[config.mk]
export PLATFORM = sky130hd
export DESIGN_NAME = io_bitbang_ctrl
export DESIGN_NICKNAME = d
export VERILOG_FILES = /design/src/rtl/io_bitbang_ctrl.sv
export SDC_FILE = /design/constraint.sdc
export NUM_CORES = 1
export LEC_CHECK = 0
export ABC_AREA = 1
export BUFFER_PORTS_ARGS = -buffer_cell sky130_fd_sc_hd__buf_2
export CORE_AREA = 8 8 87 89
export CTS_BUF_LIST = sky130_fd_sc_hd__clkbuf_4
export CTS_CLUSTER_SIZE = 14
export DETAILED_ROUTE_END_ITERATION = 6
export DIE_AREA = 0 0 95 97
export GPL_TIMING_DRIVEN = 0
export PLACE_DENSITY_LB_ADDON = 0.08
export SYNTH_ARGS = -nofsm -noshare
export SYNTH_HDL_FRONTEND = slang
export SYNTH_SLANG_ARGS = --single-unit
[constraint.sdc]
create_clock -name in_clk -period 4.3 [get_ports in_clk]
set_input_delay 0.86 -clock in_clk [delete_from_list [all_inputs] [get_ports in_clk]]
set_output_delay 0.86 -clock in_clk [all_outputs]
set_load 0.02 [all_outputs]
[src/rtl/io_bitbang_ctrl.sv]
// Register-mapped direction/output/readback controller for the io_bitbang pin stage.
// Optional per-pin input debounce is enabled by defining IO_BITBANG_CTRL_DEBOUNCE_EN.
module io_bitbang_ctrl #(
  parameter int unsigned IO_NUM_OF       = 10,
  parameter int unsigned SYNC_STAGES     = 2,
  parameter int unsigned DEBOUNCE_CYCLES = 16
) (
  input  logic                 in_clk,
  input  logic                 in_rst_n,
  input  logic                 in_req,
  input  logic                 in_wr,
  input  logic [2:0]           in_addr,
  input  logic [IO_NUM_OF-1:0] in_wdata,
  output logic                 out_ack,
  output logic [IO_NUM_OF-1:0] out_rdata,
  output logic [IO_NUM_OF-1:0] out_io_direction,
  output logic [IO_NUM_OF-1:0] out_io_outval,
  input  logic [IO_NUM_OF-1:0] in_io_inputval,
  output logic                 out_irq
);

  localparam logic [1:0] ST_IDLE = 2'd0;
  localparam logic [1:0] ST_ACK  = 2'd1;
  localparam logic [1:0] ST_WAIT = 2'd2;

  localparam logic [2:0] A_DIR     = 3'd0;
  localparam logic [2:0] A_OUT     = 3'd1;
  localparam logic [2:0] A_IN      = 3'd2;
  localparam logic [2:0] A_RISE_EN = 3'd3;
  localparam logic [2:0] A_FALL_EN = 3'd4;
  localparam logic [2:0] A_STATUS  = 3'd5;
  localparam logic [2:0] A_OUT_SET = 3'd6;
  localparam logic [2:0] A_OUT_CLR = 3'd7;

  logic [1:0]           state_q, state_d;
  logic                 commit_c;
  logic [IO_NUM_OF-1:0] dir_q, out_q, rise_en_q, fall_en_q, status_q, prev_q;
  logic [IO_NUM_OF-1:0] status_d, w1c_c, edge_c, rdata_d;
  logic [IO_NUM_OF-1:0] sync_r [SYNC_STAGES];
  logic [IO_NUM_OF-1:0] sync_q;
  logic [IO_NUM_OF-1:0] in_val;
  logic                 ack_q, irq_q;
  logic [IO_NUM_OF-1:0] rdata_q;

  // Bus FSM state register
  always_ff @(posedge in_clk or negedge in_rst_n) begin
    if (!in_rst_n) state_q <= ST_IDLE;
    else           state_q <= state_d;
  end

  // Bus FSM next state; an access is accepted only on the IDLE->ACK transition
  always_comb begin
    state_d  = state_q;
    commit_c = 1'b0;
    case (state_q)
      ST_IDLE: if (in_req) begin
        state_d  = ST_ACK;
        commit_c = 1'b1;
      end
      ST_ACK:  state_d = ST_WAIT;
      ST_WAIT: if (!in_req) state_d = ST_IDLE;
      default: state_d = ST_IDLE;
    endcase
  end

  // Readback synchronizer
  always_ff @(posedge in_clk or negedge in_rst_n) begin
    if (!in_rst_n) begin
      for (int unsigned i = 0; i < SYNC_STAGES; i++) sync_r[i] <= '0;
    end else begin
      sync_r[0] <= in_io_inputval;
      for (int unsigned i = 1; i < SYNC_STAGES; i++) sync_r[i] <= sync_r[i-1];
    end
  end

  assign sync_q = sync_r[SYNC_STAGES-1];

`ifdef IO_BITBANG_CTRL_DEBOUNCE_EN
  localparam int unsigned CNT_W = 16;

  logic [CNT_W-1:0]     cnt_q [IO_NUM_OF];
  logic [IO_NUM_OF-1:0] db_q;

  // Per-pin debounce: accept a new level only after DEBOUNCE_CYCLES consecutive differing cycles
  always_ff @(posedge in_clk or negedge in_rst_n) begin
    if (!in_rst_n) begin
      db_q <= '0;
      for (int unsigned i = 0; i < IO_NUM_OF; i++) cnt_q[i] <= '0;
    end else begin
      for (int unsigned i = 0; i < IO_NUM_OF; i++) begin
        if (sync_q[i] == db_q[i]) begin
          cnt_q[i] <= '0;
        end else if (32'(cnt_q[i]) + 32'd1 >= DEBOUNCE_CYCLES) begin
          db_q[i]  <= sync_q[i];
          cnt_q[i] <= '0;
        end else begin
          cnt_q[i] <= cnt_q[i] + CNT_W'(1);
        end
      end
    end
  end

  assign in_val = db_q;
`else
  logic unused_debounce;
  assign unused_debounce = |DEBOUNCE_CYCLES;
  assign in_val          = sync_q;
`endif

  // Edge flags; a same-cycle edge beats a write-1-to-clear
  assign w1c_c    = (commit_c && in_wr && in_addr == A_STATUS) ? in_wdata : '0;
  assign edge_c   = (in_val & ~prev_q & rise_en_q) | (~in_val & prev_q & fall_en_q);
  assign status_d = (status_q & ~w1c_c) | edge_c;

  always_comb begin
    rdata_d = '0;
    if (commit_c && !in_wr) begin
      case (in_addr)
        A_DIR:     rdata_d = dir_q;
        A_OUT:     rdata_d = out_q;
        A_IN:      rdata_d = in_val;
        A_RISE_EN: rdata_d = rise_en_q;
        A_FALL_EN: rdata_d = fall_en_q;
        A_STATUS:  rdata_d = status_q;
        default:   rdata_d = '0;
      endcase
    end
  end

  // Register file, edge history and registered bus outputs
  always_ff @(posedge in_clk or negedge in_rst_n) begin
    if (!in_rst_n) begin
      dir_q     <= '0;
      out_q     <= '0;
      rise_en_q <= '0;
      fall_en_q <= '0;
      status_q  <= '0;
      prev_q    <= '0;
      ack_q     <= 1'b0;
      rdata_q   <= '0;
      irq_q     <= 1'b0;
    end else begin
      prev_q   <= in_val;
      status_q <= status_d;
      irq_q    <= |status_d;
      ack_q    <= commit_c;
      rdata_q  <= rdata_d;
      if (commit_c && in_wr) begin
        case (in_addr)
          A_DIR:     dir_q     <= in_wdata;
          A_OUT:     out_q     <= in_wdata;
          A_RISE_EN: rise_en_q <= in_wdata;
          A_FALL_EN: fall_en_q <= in_wdata;
          A_OUT_SET: out_q     <= out_q | in_wdata;
          A_OUT_CLR: out_q     <= out_q & ~in_wdata;
          default:   ;
        endcase
      end
    end
  end

  assign out_ack          = ack_q;
  assign out_rdata        = rdata_q;
  assign out_io_direction = dir_q;
  assign out_io_outval    = out_q;
  assign out_irq          = irq_q;

endmodule

### Yosys cells after proc, flatten, opt, wreduce, memory -nomap -nowiden

Index checks and enable logic that the tools add are counted.

* add/sub/neg operators: 0
* $mul: 0
* div/mod/pow operators: 0
* magnitude comparators: 0
* equality and inequality tests: 11
* shift-type cells: 0
* muxes and demuxes: 9
* bitwise logic cells: 13
* reduce and logical (&&, ||, !) cells: 13

Operators by type and width (number)
* $and 10x10->10: 6
* $pmux 10 s6: 1
* $not 10->10: 4
* $or 10x10->10: 3
* $pmux 10 s3: 1
* $mux 10: 2
* $eq 3x3->1 const B: 4
* $reduce_and 2->1: 5
* $reduce_or 10->1: 1
* $eq 3x2->1 const B: 2
* $pmux 2 s3: 1
* $mux 2: 2
* $ne 2x2->1 const B: 2
* $eq 3x1->1 const B: 1
* $logic_and 1x1->1: 3
* $logic_not 3->1: 1
* $reduce_bool 3->1: 1
* $eq 2x1->1 const B: 1
* $eq 2x2->1 const B: 1
* $logic_not 2->1: 1
* $mux 1: 2
* $logic_not 1->1: 1

* bits in registers: 94
* bits in latches: 0
* RAM bits: 0
* memory bits (read-only): 0
* input port bits: 27
* word-level logic and storage cells: 58
* memories kept: 0

### Logic depth before layout (Yosys ltp)

Gate-level depths: netlist of the first run.

* depth in word-level cells: 9
* depth in mapped cells: 10
* gate-level depth less buffers: 10

### Least setup slack after synthesis of the first run

OpenSTA, ideal clock, no wires.

* path kind: input to register
* from: in in_addr[1]
* to: reg irq_q (netlist: out_irq)
* data arrival time: 1707 ps
* data required time: 4181 ps
* setup slack: 2475 ps
* stages on the path: 8
* cell sequence: inv_1 nand3_1 nor2_4 nand2_1 a21oi_1 nand3_1 nor2_1 nand2_1

* longest elaborated chain between the ends: 7

RTL lines
* start, declared: line 12 `input logic [2:0] in_addr,`
* $eq 3x3->1: line 111 `assign w1c_c = (commit_c && in_wr && in_addr == A_STATUS) ? in_wdata : '0;`
* $logic_and 1x1->1: line 111
* $mux 10: line 111
* $not 10->10: line 113 `assign status_d = (status_q & ~w1c_c) | edge_c;`
* $and 10x10->10: line 113
* $or 10x10->10: line 113
* $reduce_or 10->1: line 145 `irq_q <= |status_d;`
* end signal, assigned: line 145
* end, declared: line 42 `logic ack_q, irq_q;`

Every way passes these cells.
A chain may end at the register's enable or synchronous reset.

### Worst setup path after layout of the first run

* from: reg out_q[8] (netlist: out_io_outval[8])
* to: out out_io_outval[8]

RTL lines
* start, declared: line 37 `logic [IO_NUM_OF-1:0] dir_q, out_q, rise_en_q, fall_en_q, status_q, prev_q;`
* start signal, assigned: line 151 `A_OUT: out_q <= in_wdata;`
* start signal, assigned: line 154 `A_OUT_SET: out_q <= out_q | in_wdata;`
* start signal, assigned: line 155 `A_OUT_CLR: out_q <= out_q & ~in_wdata;`
* end, declared: line 17 `output logic [IO_NUM_OF-1:0] out_io_outval,`

No word-level cell between the ends.

==> flow_summary.ini, run 1 <==
[clock_network]
cts_buffers = 9
cts_sinks = 94
insertion_delay_ns = 0.44
htreeDepth = 3
cts_setup_buffers = 0
clock_tree.root_cell = clkbuf_4
clockBufferDepth = 2
ctsResizeCount = 0
ctsHoldBuffers = 0
cts_tree = built
clk_pin_slew_ns = 0.15

[sta]
timing.hold.ws_ns = 0.3663
fin_crit_sh_pct = 44.59
fin_crit_ns = 1.917
fmax_mhz = 521.5
setup_viol = 0
hold_violations = 0
skew_ns = 0.01225
fin_tns_setup_ns = 0
tightest_slew_ns = 0.7603
slew_viol_final = 0
slew_headroom_pct = 49.04
worst_slack_ns = 2.383
grt_setup_unrepaired = false

[power]
powerDensity_nw_per_um2 = 550.8
report.power.total_mw = 2.382
ir_drop_uv = 331.0
p_leak_nw = 2.145

[layout]
n_antenna_cell = 0
final_util_pct = 69.71
syn2layout_area_growth_pct = 14.77
nNetsFinal = 503
fill_cells = 498
drive_above_1_share_pct = 17.88

[die]
start_util_pct = 60.74
dieHeight_um = 97
dieWidth_um = 95
num_io_pins = 59
die_area_um2 = 9215
fp.coreArea_um2 = 6205
num_rows = 29

[route]
drt_first_pass_iters = 4
num_vias = 3154
drc = 0
wl_mm = 9.575
drtIter0Drc = 245
wire_per_inst_um = 17.16
postRouteAntennaNets = 0
via_per_inst = 5.652

[yosys]
yosysSeqAreaShare_pct = 62.42
synth_area_leaders = dfrtp_1 (62%), nand2_1 (7.8%), inv_1 (7.2%)
synth_nets = 433
yosys.area.top_type = dfrtp_1
synth-warning-count = 0
ys_types = 23
syn_area_per_cell_um2 = 9.282
synth_top_area_share_pct = 62.42
postSynthCellCount = 406
synth.cell_area_um2 = 3769
yosys_register_bits = 94

[critical_path]
crit_fanout = 3
worstSetupStartpoint = out_io_outval[8]
cpMaxStageDelayCell = dfrtp_1
critPathCapture = out_io_outval[8]
r2r_end = out_io_direction[9]
r2r_slack_ns = 2.49
path_cells = buf_2
crit_arrival_ns = 1.06
reg2regPathDepth = 5
worstSetupEndpointType = primary output
critPathLaunchType = flip-flop
path_delay_family = flip-flops
critPathMaxStageDelay_ns = 0.44
crit_buf_inv = 1
cp.depth = 1
path_class = flip-flop to primary output
regToRegStartpoint = state_q[0]
required_ns = 3.44

[grt]
gr-total-overflow = 0
track_usage_pct = 21.88
grt_pass1_wl_mm = 15.57
antenna_found_initial = 0
grt_pass1_vias = 3167
grt_max_degree = 56

[placed_design]
port_buffers = 58
pre_cts_ws_ns = 1.964
gp_congestion = 0.8370
hpwl_mm = 6.343

[status]
status = completed

[run]
cap_violations = 0

[hold_path]
hold_path.class = flip-flop to flip-flop
-- registers in the layout (all words and copies together), names as in the netlist, 2 cells and up --
name / cells
in_val: 10
status_q: 10
fall_en_q: 10
state_q: 2
out_io_outval: 10
out_io_direction: 10
rise_en_q: 10
sync_r: 10
prev_q: 10
out_rdata: 10
-- report_power, final --
| group | total, mW | switching, mW | leakage (nW) | internal (mW) |
|---|---|---|---|---|
| Clock | 0.481 | 0.301 | 0.0743 | 0.180 |
| Sequential | 1.24 | 0.129 | 1.09 | 1.11 |
| Combinational | 0.664 | 0.438 | 0.984 | 0.226 |
-- per-stage QoR --
step / instances / cell area [um^2]
global route: 558 / 4325
floorplan: 406 / 3769
finish: 558 / 4325
detailed placement: 542 / 4185
global placement: 541 / 4155
CTS: 558 / 4325
-- worst min-delay path by stage --
stage	from	endpoint	slack [ns]	cells after the start
after floorplan	sync_r[10]	in_val[0]	0.33	0
after global placement	sync_r[11]	in_val[1]	0.33	0
after detailed placement	sync_r[19]	in_val[9]	0.34	0
after CTS	sync_r[19]	in_val[9]	0.37	0
after global routing	sync_r[19]	in_val[9]	0.37	0
final	sync_r[19]	in_val[9]	0.37	0
-- area by class of cell --
| type | count | area, um^2 | share of cell area, % |
|---|---|---|---|
| Buffer | 11 | 46.29 | 1.070 |
| Clock buffer | 9 | 67.56 | 1.562 |
| Clock inverter | 7 | 72.57 | 1.678 |
| Inverter | 75 | 281.5 | 6.509 |
| Multi-Input combinational cell | 226 | 1089 | 25.17 |
| Sequential cell | 94 | 2352 | 54.38 |
| Tap cell | 77 | 96.34 | 2.227 |
| Timing Repair Buffer | 59 | 320.3 | 7.405 |
-- synth_stat cells, drive strengths merged --
master / n
a211oi: 4
a21oi: 30
a22oi: 1
a31oi: 4
buf: 4
clkbuf: 7
clkinv: 1
dfrtp: 94
inv: 74
nand2: 79
nand3: 18
nor2: 29
nor3: 1
o21ai: 30
o21bai: 2
o22ai: 18
o31ai: 9
or2: 1
-- cells in the final DEF (no fill, tap or decap), drive strengths merged --
| master | instances |
|---|---|
| dfrtp | 94 |
| clkbuf | 16 |
| a31oi | 4 |
| or2 | 1 |
| clkinvlp | 1 |
| o21ai | 30 |
| buf | 63 |
| nor3 | 1 |
| a21oi | 30 |
| o21bai | 2 |
| a211oi | 4 |
| clkinv | 4 |
| nand2 | 79 |
| a22oi | 1 |
| bufinv | 1 |
| o22ai | 18 |
| o31ai | 9 |
| nor2 | 29 |
| inv | 76 |
| nand3 | 18 |
-- metal layers --
layer / routed length, um / part of all wire (%) / global-route usage (%) / vias up
met4: 261 / 2.7 / 10.82 / 0
met2: 4521 / 47 / 33.62 / 151
met3: 894 / 9.3 / 4.250 / 25
met1: 3898 / 41 / 28.67 / 1541
met5: 0 / 0 / 0 / -
li1: - / - / - / 1437
-- cells by family (layout without fill, tap and decap cells) --
kind of cell	Yosys count	count (layout)	share of synthesized area, %
and+or+nand+nor	128	128	13.98
AOI/OAI and AO/OA	98	98	14.91
DFF	94	94	62.42
buffers and inverters	86	161	8.699
(Power assumes the default switching activity.)
==> inputs of run 2 (changes only) <==
Settings changed: CORE_AREA 8 8 87 89 to 8 8 94 96, DIE_AREA 0 0 95 97 to 0 0 102 104.
Clock period 4.3 ns to 1.64 ns, I/O delays scaled along.
==> run 2 against run 1 <==
Against the previous run: clock power rose to 3.0 times the previous value; hold slack worse by 0.23 ns; die area grew 15%; flip-flop and latch count is the same; first-iteration DRC count down 13%; largest power group unchanged.
==> flow_summary.ini, run 2 (synthesis gave the netlist of run 1 again) <==
[route]
drtIter0Drc = 212
wire_per_inst_um = 16.57
postRouteAntennaNets = 0
wl_mm = 9.906
drt_first_pass_iters = 4
drc = 0
via_per_inst = 5.171
num_vias = 3092

[clock_network]
insertion_delay_ns = 0.44
clockBufferDepth = 2
clock_tree.root_cell = clkbuf_4
htreeDepth = 3
clk_pin_slew_ns = 0.16
cts_sinks = 94
cts_tree = built
cts_buffers = 9

[sta]
grt_setup_unrepaired = true
slew_headroom_pct = 44.78
hold_violations = 0
setup_viol = 0
fmax_mhz = 633.5
fin_crit_sh_pct = 96.25
skew_ns = 0.01481
tightest_slew_ns = 0.8237
slew_viol_final = 0
fin_crit_ns = 1.579

[layout]
nNetsFinal = 518
drive_above_1_share_pct = 21.37
n_antenna_cell = 0
final_cell_mix = dfrtp_1 (94), inv_1 (72), nand2_1 (72)
syn2layout_area_growth_pct = 21.88
fill_cells = 672
final_util_pct = 61.68
final_common_cell = dfrtp_1

[grt]
antenna_found_initial = 0
grt_pass1_vias = 2982
track_usage_pct = 19.42
grt_max_degree = 52
grt_pass1_wl_mm = 15.66
gr-total-overflow = 0

[placed_design]
gp_congestion = 0.8411
hpwl_mm = 6.538
port_buffers = 58

[critical_path]
reg2regPathDepth = 11
path_class = flip-flop to flip-flop
critPathLaunchType = flip-flop
r2r_end = out_irq
crit_fanout = 6
regToRegStartpoint = state_q[1]
required_ns = 1.98
worstSetupEndpointType = flip-flop
r2r_slack_ns = 0.06
crit_arrival_ns = 1.92

[hold_path]
hp-start = in_wdata[4]
hold_path.class = input port to flip-flop
hold_path_end = fall_en_q[4]
holdPathStages = 3

[die]
start_util_pct = 50.60
fp.coreArea_um2 = 7447
num_io_pins = 59
dieHeight_um = 104
dieWidth_um = 102
num_rows = 32
die_area_um2 = 10610

[run]
cap_violations = 0

[status]
status = completed

[power]
powerDensity_nw_per_um2 = 1419
report.power.total_mw = 6.518
p_leak_nw = 2.251
ir_drop_uv = 660.5
-- run 2: cell count changes in the layout (fill, tap and decap cells not counted), sizes merged --
| cell | before | now |
|---|---|---|
| buf | 63 | 68 |
| bufinv | 1 | 2 |
| clkbuf | 16 | 15 |
| clkinv | 4 | 2 |
| clkinvlp | 1 | 0 |
| dlygate4sd3 | 0 | 11 |
| inv | 76 | 78 |
-- run 2: cell type report --
cell class	count	area, um^2	share of cell area (%)
multi-input combinational	226	1131	24.63
timing repair buffer	75	484.2	10.54
clock inverter	7	102.6	2.234
buffer	10	46.29	1.008
tap	102	127.6	2.779
sequential	94	2352	51.21
clock buffer	9	67.56	1.471
inverter	75	281.5	6.129
-- run 2: worst max-delay path by stage --
| stage | start | slack, ns | to | cells past startpoint |
|---|---|---|---|---|
| 4_1_cts | state_q[0] | -0.02 | out_irq | 11 |
| 5_1_grt | state_q[1] | -0.05 | out_irq | 11 |
| 3_3_place_gp | in_rst_n | -0.65 | sync_r[11] | 1 |
| 6_report | state_q[1] | 0.06 | out_irq | 11 |
| 3_5_place_dp | in_addr[2] | -0.25 | out_rdata[7] | 6 |
| 2_1_floorplan | state_q[0] | 0.23 | out_irq | 8 |
-- run 2: where the power goes --
part	total [mW]	switching (mW)	internal [mW]
clock	1.46	0.814	0.644
combinational	1.81	1.16	0.649
sequential	3.25	0.344	2.91
total	6.52	2.32	4.20
-- run 2: per-stage QoR --
stage          worst slack, ns   TNS, ns  hold WS (ns)  instance area [um^2]  instances
4_1_cts               -0.01742  -0.01742        0.1140                  4527        595
3_5_place_dp           -0.2510    -3.338        0.3356                  4217        567
2_1_floorplan           0.2289         0       0.03241                  3769        406
3_3_place_gp           -0.6537    -63.15        0.3313                  4187        566
6_report               0.06147         0        0.1390                  4593        598
5_1_grt               -0.04661  -0.04661        0.1114                  4593        598
-- run 2: critical path, stage by stage, from the launching register on --
cell	delay, ns
dfrtp_1	0.44
nor2_4	0.15
nand3_4	0.11
nor2_4	0.14
buf_12	0.14
nand2_2	0.05
nand2_2	0.05
nand2_2	0.06
nor2_2	0.12
nand2_1	0.08
nor2_1	0.10
nand2_1	0.05
-- run 2: metal layers --
metal	wire length [um]	vias to the layer above	track usage (%)
met1	4423	1522	25.95
met4	83	0	4.722
met2	4761	86	30.33
met5	0	-	0
li1	-	1477	-
met3	637	7	5.221
-- run 2: timing repair --
action | CTS | global route
hold buffers | 11 | 0
pin swaps | 1 | 7
resized for setup | 4 | 13
setup endpoints to repair | 31 | 4
endpoints found under the hold margin | 53 | 0
setup buffers | 2 | 3
==> inputs of run 3 (changes only) <==
Settings changed: CORE_AREA 8 8 94 96 to 8 8 87 89, DIE_AREA 0 0 102 104 to 0 0 95 97, SETUP_SLACK_MARGIN set to 0.2.
Clock period 1.64 ns to 2 ns, I/O delays scaled along.
==> run 3 against run 2 <==
Against the previous run: final cell count is 6.4% lower; critical path depth is 6 lower; non-clock buffer count is 13 lower; hold slack worse by 0.092 ns; sequential power is 18% lower; critical path type unchanged; critical endpoint is now out_rdata[7]; highest routed layer unchanged.
==> flow_summary.ini, run 3 (synthesis gave the netlist of run 1 again) <==
[die]
num_rows = 29
dieWidth_um = 95
dieHeight_um = 97
fp.coreArea_um2 = 6205
start_util_pct = 60.74
die_area_um2 = 9215
num_io_pins = 59

[sta]
hold_violations = 0
fmax_mhz = 609.2
fin_crit_sh_pct = 82.08
setup_viol = 0
fin_crit_ns = 1.642
slew_viol_final = 0
tightest_slew_ns = 0.7923
worst_slack_ns = 0.3585
skew_ns = 0.01281
grt_setup_unrepaired = false
slew_headroom_pct = 46.89

[critical_path]
critPathLaunchType = flip-flop
crit_fanout = 10
path_delay_family = simple AND/OR/NAND/NOR gates
critPathMaxStageDelay_ns = 0.44
crit_arrival_ns = 2.00
cpMaxStageDelayCell = dfrtp_1
path_cells = nor2_4, nand2_1, or2_2, clkbuf_1, a31oi_1
required_ns = 2.35
path_class = flip-flop to flip-flop
worstSetupEndpointType = flip-flop
crit_buf_inv = 1

[route]
postRouteAntennaNets = 0
via_per_inst = 5.664
wl_mm = 9.657
num_vias = 3172
wire_per_inst_um = 17.24
drt_first_pass_iters = 6
drc = 0
drtIter0Drc = 214

[placed_design]
hpwl_mm = 6.343
gp_congestion = 0.8370
port_buffers = 58
post_dp_cell_area_um2 = 4185
pre_cts_ws_ns = 0.1236

[clock_network]
cts_sinks = 94
cts_buffers = 9
insertion_delay_ns = 0.44
clock_tree.root_cell = clkbuf_4
cts_tree = built
clockBufferDepth = 2
clk_pin_slew_ns = 0.15
htreeDepth = 3

[layout]
drive_above_1_share_pct = 18.84
syn2layout_area_growth_pct = 16.07
n_antenna_cell = 0
final_util_pct = 70.50
final_common_cell = dfrtp_1
nNetsFinal = 505
fill_cells = 491
stdcell_area_um2 = 4374
final_cell_mix = dfrtp_1 (94), nand2_1 (78), inv_1 (72)

[run]
cap_violations = 0

[status]
status = completed

[grt]
antenna_found_initial = 0
gr-total-overflow = 0
grt_pass1_wl_mm = 15.67
grt_pass1_vias = 3188
track_usage_pct = 22.04
grt_max_degree = 56

[hold_path]
hold_path.class = input port to flip-flop

[power]
ir_drop_uv = 723.7
p_leak_nw = 2.169
powerDensity_nw_per_um2 = 1177
## run 3: final timing paths
kind	start	endpoint	slack [ns]	cells past startpoint
worst min-delay path	in_io_inputval[9]	sync_r[19]	0.05	1
max in group asynchronous	in_rst_n	prev_q[5]	0.90	3
min in group asynchronous	in_rst_n	in_val[2]	0.47	2
worst max-delay path	state_q[0]	out_rdata[7]	0.36	5
worst max register to register	state_q[0]	out_rdata[7]	0.36	5
worst min register to register	sync_r[19]	in_val[9]	0.37	0
## run 3: layout make-up
class / instances / area (um^2) / share of cell area (%)
inverters: 75 / 281.5 / 6.436
clock buffers: 9 / 67.56 / 1.545
multi-input cells: 226 / 1104 / 25.23
flip-flops and latches: 94 / 2352 / 53.78
well taps: 77 / 96.34 / 2.203
clock inverters: 7 / 72.57 / 1.659
repair buffers: 61 / 350.3 / 8.009
plain buffers: 11 / 50.05 / 1.144
## run 3: what timing repair did
| item | CTS | global route |
|---|---|---|
| setup endpoints to repair | 4 | 24 |
| gates resized for setup | 1 | 7 |
| setup buffers | 1 | 0 |
| pin swaps | 1 | 0 |
| hold buffers | 1 | 0 |
| hold endpoints to repair | 39 | 0 |
## run 3: power breakdown
group          leakage (nW)  switching (mW)  internal, mW  total, mW
Combinational          1.01           0.948         0.497       1.45
Clock                0.0743           0.648         0.386       1.03
Sequential             1.09           0.286          2.38       2.67
Total                  2.17            1.88          3.27       5.15
## run 3: per-layer routing
| metal | part of all wire [%] | up-vias | wire, um | global-route usage (%) |
|---|---|---|---|---|
| met2 | 47 | 156 | 4559 | 34.05 |
| met4 | 3.1 | 0 | 304 | 10.58 |
| met5 | 0 | - | 0 | 0 |
| met1 | 41 | 1541 | 3919 | 28.92 |
| met3 | 9.1 | 30 | 874 | 4.173 |
| li1 | - | 1445 | - | - |
## run 3: metrics by stage
step / std cells / power [mW] / hold slack [ns] / TNS, ns
after floorplan: 406 / 3.565 / 0.1044 / 0
after global placement: 541 / 4.055 / 0.3324 / -29.63
after detailed placement: 542 / 4.131 / 0.3364 / 0
after CTS: 560 / 5.155 / 0.03990 / 0
after global routing: 560 / 5.482 / 0.02252 / 0
final: 560 / 5.149 / 0.04706 / 0
